**src/rtl/demux41_tdm.sv**
```systemverilog
// demux41_tdm: receive end of a 4:1 TDM link, one word per channel per frame.
// Define DEMUX41_PARITY_EN to add a trailing even-parity round and a perr port.
module demux41_tdm #(
    parameter int WIDTH = 8,
    parameter int HOLD  = 1
) (
    input  logic             clk,
    input  logic             rst_n,
    input  logic             en,
    input  logic             sync,
    input  logic             Y,
    output logic             S0,
    output logic             S1,
    output logic [WIDTH-1:0] O0,
    output logic [WIDTH-1:0] O1,
    output logic [WIDTH-1:0] O2,
    output logic [WIDTH-1:0] O3,
`ifdef DEMUX41_PARITY_EN
    output logic [3:0]       perr,
`endif
    output logic [3:0]       valid
);

`ifdef DEMUX41_PARITY_EN
    localparam int ROUNDS = WIDTH + 1;
`else
    localparam int ROUNDS = WIDTH;
`endif
    localparam int HCW = (HOLD > 1) ? $clog2(HOLD) : 1;
    localparam int BCW = $clog2(ROUNDS);
    localparam logic [HCW-1:0] HLAST = HCW'(HOLD - 1);
    localparam logic [BCW-1:0] BLAST = BCW'(ROUNDS - 1);

    logic [HCW-1:0]            hcnt_q, hcnt_d;
    logic [1:0]                slot_q, slot_d;
    logic [BCW-1:0]            bcnt_q, bcnt_d;
    logic [3:0][WIDTH-1:0]     sh_q, sh_d;
    logic [3:0][WIDTH-1:0]     o_q, o_d;
    logic [3:0]                valid_q, valid_d;
    logic                      sample;
    logic [WIDTH-1:0]          shifted;
`ifdef DEMUX41_PARITY_EN
    logic [3:0]                perr_q, perr_d;
`endif

    // Slot/round counters, per-channel shift registers and word capture.
    always_comb begin
        hcnt_d  = hcnt_q;
        slot_d  = slot_q;
        bcnt_d  = bcnt_q;
        sh_d    = sh_q;
        o_d     = o_q;
        valid_d = '0;
        sample  = 1'b0;
        shifted = {sh_q[slot_q][WIDTH-2:0], Y};
`ifdef DEMUX41_PARITY_EN
        perr_d  = '0;
`endif
        if (sync) begin
            hcnt_d = '0;
            slot_d = '0;
            bcnt_d = '0;
            sh_d   = '0;
        end else if (en) begin
            if (hcnt_q == HLAST) begin
                hcnt_d = '0;
                sample = 1'b1;
                slot_d = slot_q + 2'd1;
                if (slot_q == 2'd3) begin
                    bcnt_d = (bcnt_q == BLAST) ? '0 : bcnt_q + 1'b1;
                end
            end else begin
                hcnt_d = hcnt_q + 1'b1;
            end
        end
        if (sample) begin
`ifdef DEMUX41_PARITY_EN
            // The final round carries parity; the word itself is already complete.
            if (bcnt_q == BLAST) begin
                o_d[slot_q]     = sh_q[slot_q];
                valid_d[slot_q] = 1'b1;
                perr_d[slot_q]  = (^sh_q[slot_q]) ^ Y;
            end else begin
                sh_d[slot_q] = shifted;
            end
`else
            sh_d[slot_q] = shifted;
            if (bcnt_q == BLAST) begin
                o_d[slot_q]     = shifted;
                valid_d[slot_q] = 1'b1;
            end
`endif
        end
    end

    // State register; reset drops any partial frame and clears the outputs.
    always_ff @(posedge clk or negedge rst_n) begin
        if (!rst_n) begin
            hcnt_q  <= '0;
            slot_q  <= '0;
            bcnt_q  <= '0;
            sh_q    <= '0;
            o_q     <= '0;
            valid_q <= '0;
        end else begin
            hcnt_q  <= hcnt_d;
            slot_q  <= slot_d;
            bcnt_q  <= bcnt_d;
            sh_q    <= sh_d;
            o_q     <= o_d;
            valid_q <= valid_d;
        end
    end

`ifdef DEMUX41_PARITY_EN
    // Parity error strobe, aligned with valid.
    always_ff @(posedge clk or negedge rst_n) begin
        if (!rst_n) begin
            perr_q <= '0;
        end else begin
            perr_q <= perr_d;
        end
    end

    assign perr = perr_q;
`endif

    assign S0    = slot_q[0];
    assign S1    = slot_q[1];
    assign O0    = o_q[0];
    assign O1    = o_q[1];
    assign O2    = o_q[2];
    assign O3    = o_q[3];
    assign valid = valid_q;

endmodule

```
**config.mk**
```make
export PLATFORM = sky130hd
export DESIGN_NAME = demux41_tdm
export DESIGN_NICKNAME = d
export VERILOG_FILES = /design/src/rtl/demux41_tdm.sv
export SDC_FILE = /design/constraint.sdc
export NUM_CORES = 1
export LEC_CHECK = 0
export CORE_ASPECT_RATIO = 1.25
export CORE_UTILIZATION = 30
export CTS_BUF_LIST = sky130_fd_sc_hd__clkbuf_16
export DETAILED_ROUTE_END_ITERATION = 8
export PLACE_DENSITY_LB_ADDON = 0.05
export SETUP_SLACK_MARGIN = 0.4
export SLEW_MARGIN = 20
export SYNTH_ARGS = -nofsm -noshare
export SYNTH_HDL_FRONTEND = slang
export SYNTH_SLANG_ARGS = --single-unit
```
**constraint.sdc**
```tcl
create_clock -name clk -period 3.6 [get_ports clk]
set_input_delay 0.36 -clock clk [delete_from_list [all_inputs] [get_ports clk]]
set_output_delay 0.36 -clock clk [all_outputs]
set_load 0.02 [all_outputs]
```
---- Yosys cells after proc, flatten, opt, wreduce, memory -nomap -nowiden ----
Index checks and enable logic that the tools add are counted.
word-level totals
  flip-flop bits (word level) ............. 74
  logic and storage cells ................. 52
  output and inout port bits .............. 38
  input bits .............................. 5
operators by class
  $lt $le $gt $ge ......................... 2
  add/sub/neg operators ................... 3
  reductions and logical operators ........ 6
  eq/ne operators ......................... 3
  multiplexer cells ....................... 26
operator list
  operator                                                           number
  bitwise mux 32 bit                                                 2
  two-way mux 32 bit                                                 2
  binary-select mux 8 bit (select 2 bit)                             1
  demux 8 bit (select 2 bit)                                         1
  two-way mux 3 bit                                                  5
  two-way mux 4 bit                                                  2
  two-way mux 8 bit                                                  1
  two-way mux 1 bit                                                  7
  two-way mux 7 bit                                                  1
  two-way mux 2 bit                                                  3
  AND reduction 2 bit                                                2
  nonzero test 2 bit                                                 2
  adder 3 x 1 -> 3 bit, second input constant                        1
  == test 3 bit, second input constant                               1
  < comparator 2 x 3 -> 1 bit, second input constant                 1
  AND reduction 3 bit                                                1
  adder 2 x 1 -> 2 bit, second input constant                        1
  demux 1 bit (select 2 bit)                                         1
  == test 2 bit, second input constant                               1
  greater-or-equal comparator 2 x 1 -> 1 bit, second input constant  1
  != test 2 bit, second input constant                               1
  adder 1 bit, second input constant                                 1
  logical AND 1 bit                                                  1

---- Depth between registers and ports, before layout ----
  depth after elaboration ................. 6
  depth in mapped cells ................... 6
  mapped depth without buffers ............ 4

---- Worst setup path before layout ----
No wires, ideal clock.
  kind .................................... register to register
  start ................................... register slot_q[1]
  end ..................................... register o_q, in the netlist O1[0]
  path buffers ............................ 2
  arrival ................................. 1.646 ns
  clock period less this slack ............ 1.771 ns
  cell stages (with the launch flop) ...... 7
  setup slack ............................. 1.829 ns
  setup time .............................. 0.125 ns
  data required time ...................... 3.475 ns
  cell sequence ........................... dfrtp_1 > buf_6 > inv_1 > ha_1 > and4b_1 > buf_4 > mux2_2
on the way
  cells in the longest elaborated chain, start to end .. 5
  elaborated cells between the ends (all ways) .. 6
  those cells by class .................... order compare: 2; mux: 3; reduce/logical: 1
ends and longest elaborated chain
  item                                                                                                             RTL line  RTL
  from (decl)                                                                                                      35        logic [1:0] slot_q, slot_d;
  from (signal assigned)                                                                                           107       slot_q <= slot_d;
  < comparator 2 x 3 -> 1 bit (not written as such) or greater-or-equal comparator 2 x 1 -> 1 bit (tied branches)  89        o_d[slot_q] = shifted;
  logical AND 1 bit (not written as such)                                                                          89
  two-way mux 8 bit (not written as such)                                                                          89
  demux 8 bit (select 2 bit) *                                                                                     89
  bitwise mux 32 bit *                                                                                             89
  to (signal assigned)                                                                                             103       o_q <= '0;
  to (signal assigned)                                                                                             110       o_q <= o_d;
  to (decl)                                                                                                        38        logic [3:0][WIDTH-1:0] o_q, o_d;
Every way passes the cells marked *; elsewhere a longest branch is shown, timed or not.
A chain may end at the register's enable or synchronous reset.

---- Worst setup path after layout ----
  start ................................... register slot_q[0]
  end ..................................... register o_q, in the netlist O1[7]
on the way
  cells in the longest elaborated chain, start to end .. 5
  elaborated cells between the ends (all ways) .. 8
  those cells by class .................... order compare: 2; mux: 5; reduce/logical: 1
ends and longest elaborated chain
  item                                                                                                             RTL line
  < comparator 2 x 3 -> 1 bit (not written as such) or greater-or-equal comparator 2 x 1 -> 1 bit (tied branches)  89
  logical AND 1 bit (not written as such)                                                                          89
  two-way mux 8 bit (not written as such)                                                                          89
  demux 8 bit (select 2 bit)                                                                                       89
  bitwise mux 32 bit *                                                                                             89
Every way passes the cells marked *; elsewhere a longest branch is shown, timed or not. The select of a mux whose other input is x is not followed.

==> results.md <==
- Total GRT Usage: 0.1454
- Count leader, synth: dfrtp_1
- Unrepaired setup endpoints after global routing: no
- Worst-skew pair later-pin latency: 0.33 ns
- GPL Wtd Cong: 0.6743
- Crit path max-delay cell type: dfrtp_1
- Slew @ Worst Pin: 0.9053 ns
- Die Wd: 93.90 µm
- CTS root buffer: clkbuf_16
- Mapped Cells: 221
- Multi-input gate area: 0.001331 mm²
- Worst setup EP type: flip-flop
- Adder-cell share of the synthesized area: 0.03161
- Pre-antenna DRT Iters: 4
- Share of post-route cells with drive strength above 1: 0.2462
- Worst-path clk slew: 0.06 ns
- Vias in the first global route: 1944
- Fmax: 447.8 MHz
- P_leak: 1.820 nW
- TritonCTS clock tree: yes
- Post-synth EDFFs: 0
- Worst EP arrival: 2.44 ns
- Register area: 0.001727 mm²
- Req. time, crit path: 3.81 ns
- Top cells by area, synth: dfrtp_1 (55%), mux2_4 (11%), a22o_1 (6.6%)
- Main combinational cell family by area after synthesis: multiplexers
- CP max FO: 13
- Fillers: 967
- Wire per inst: 18.48 µm
- Vias: 1899
- YS warnings: 0
- Synth Area in Compound Gates: 0.09957
- Die H: 116.9 µm
- CTS Buf Count: 9
- Hold Slack: 0.2472 ns
- Clock sinks: 69
- XOR/XNOR Fraction of Synth Area: 0.002766
- Critical R2R Launch: slot_q[0]$_DFFE_PN0P_
- CTS Buffer Depth: 2
- First-pass GRT wire length: 11560 µm
- Final antenna diode count: 0
- Max-slew violation count: 0
- Core ar.: 0.01016 mm²
- Critical Path Start: slot_q[0]$_DFFE_PN0P_
- Final net count: 272
- R2r setup slk: 1.37 ns
- Maximum VDD drop: 173.5 µV
- Prevailing post-synth register cell: dfrtp_1
- Vias/cell: 4.832
- I/O pin count: 43
- Initial cell density of the core: 0.3118
- Fin util: 0.3918
- Final Cycle Share: 0.6203
- Pre-CTS setup slack: 1.253 ns
- Setup WS post-layout: 1.367 ns
- Initial antenna violation count: 0
- Final Skew: 0.009535 ns
- Hold Violations, Final: 0
- Syn avg cell area: 14.33 µm²
- #FFs+latches synth: 69
- Final wirelength: 7261 µm
- Port Buf Inserts: 42
- Register area share after synthesis: 0.5452
- Sum of negative setup slack: 0 ns
- 1st-iter DRT viols: 68
- Area Growth Syn to Fin: 25.68%
- Largest net degree at the start of global routing: 70
- DRC: 0
- Endpoints failing setup: 0
- Status: completed
- Top-area cell type share of the netlist area: 0.5452
- Post-CTS Setup Inserts: 0
- # resized after CTS: 0
- Slowest Stage Delay on Critical Path: 0.76 ns
- CTS H-tree depth: 3
- Hold Path Class: input port to async pin
- Synth Area in Simple Gates: 0.09127
- Mux cell area share after synthesis: 0.1952
- Grt ovf: 0
- CP cell instances: ha_1 > and4b_1 > mux2_2
- Post-CTS Hold Fix Bufs: 0
- Cells on worst reg2reg path: 3
- PD cells: 453.9 mW/mm²
- Half-perimeter wire length after placement: 4638 µm
- Ys async rst share: 1.000
- Die ar.: 0.01097 mm²
- Post-synth top cells: dfrtp_1 (69), a22o_1 (24), mux2_4 (24), nor2b_1 (24), clkbuf_1 (9)
- Slew headroom: 0.3965
- Post-synthesis cell area: 0.003167 mm²
- Crit Path Class: flip-flop to flip-flop
- Max-Cap Viols: 0
- Post-synth net total: 234
- Synth area leader: dfrtp_1
- Unique masters post-synth: 22
- Post-route minimum period: 2.233 ns
- Antenna-violating nets left: 0
- Row cnt: 41
- Setup crit start kind: flip-flop
[placed cells by master (no fill, tap or decap)]
cell type | synthesis | layout
mux2i_1 | 1 | 1
clkinv_2 | 0 | 2
a22o_1 | 24 | 24
buf_2 | 3 | 1
nand2_1 | 4 | 4
mux2_2 | 8 | 8
a21bo_2 | 7 | 7
bufinv_16 | 0 | 2
inv_1 | 2 | 2
clkinv_1 | 0 | 1
nand4bb_1 | 1 | 1
and3b_1 | 4 | 4
nor2_1 | 2 | 2
buf_4 | 4 | 3
clkinv_4 | 0 | 1
mux2_4 | 24 | 24
clkbuf_16 | 0 | 9
and4b_1 | 4 | 4
nor2b_1 | 24 | 24
dfrtp_1 | 69 | 69
ha_1 | 8 | 8
nand3_1 | 6 | 6
a21oi_1 | 7 | 7
clkdlybuf4s50_1 | 0 | 41
clkinvlp_4 | 0 | 1
mux4_2 | 7 | 7
xnor2_1 | 1 | 1
[kinds of logic after synthesis]
kind of cell	count (synthesis)
xor+xnor	1
fa+ha+maj	8
buf+inv	20
flops	69
mux	40
compound gates	38
simple gates	45
[final timing paths]
| path | end |
|---|---|
| setup / recovery | O1[7]$_DFFE_PN0P_ |
| hold / removal | O3[3]$_DFFE_PN0P_ |
| hold reg to reg | O3[7]$_DFFE_PN0P_ |
| setup reg to reg | O1[7]$_DFFE_PN0P_ |
| max in group asynchronous | valid[0]$_DFF_PN0_ |
| min in group clk | O3[7]$_DFFE_PN0P_ |
[sequential cells by signal, summed over array words and instances (netlist names)]
signal	flops
sh_q	28
O1	8
valid	4
bcnt_q	3
O2	8
slot_q	2
O3	8
O0	8
[per-stage QoR]
stage          power, mW  std cells  area (µm²)
2_1_floorplan     0.8563        221        3167
3_3_place_gp      0.8989        377        3665
3_5_place_dp      0.8992        377        3665
4_1_cts            1.844        393        3980
5_1_grt            1.885        393        3980
6_report           1.807        393        3980
[power breakdown]
part | internal (mW) | switching (mW)
clock | 0.602 | 0.322
combinational | 0.0295 | 0.0593
sequential | 0.781 | 0.0135
total | 1.41 | 0.394
[worst max-delay path, delay by kind of cell, from the launching register on]
| kind | cells | cell delay, ns |
|---|---|---|
| fa+ha+maj | 1 | 0.36 |
| simple gates | 1 | 0.59 |
| mux | 1 | 0.40 |
| flops | 1 | 0.76 |
[metal layers]
layer,wire length [µm],GRT usage,up-vias
li1,-,-,871
met1,3330,0.1873,972
met2,3577,0.2258,47
met3,240,0.03359,9
met4,112,0.08103,0
met5,0,0,-
[final cells by class]
type | instances | area share
Clock buffer | 9 | 0.05659
Clock inverter | 7 | 0.02263
Inverter | 2 | 0.001886
Multi-Input combinational cell | 132 | 0.3345
Sequential cell | 69 | 0.4338
Tap cell | 129 | 0.04055
Timing Repair Buffer | 45 | 0.1100
Power figures use the tool's default switching activity.
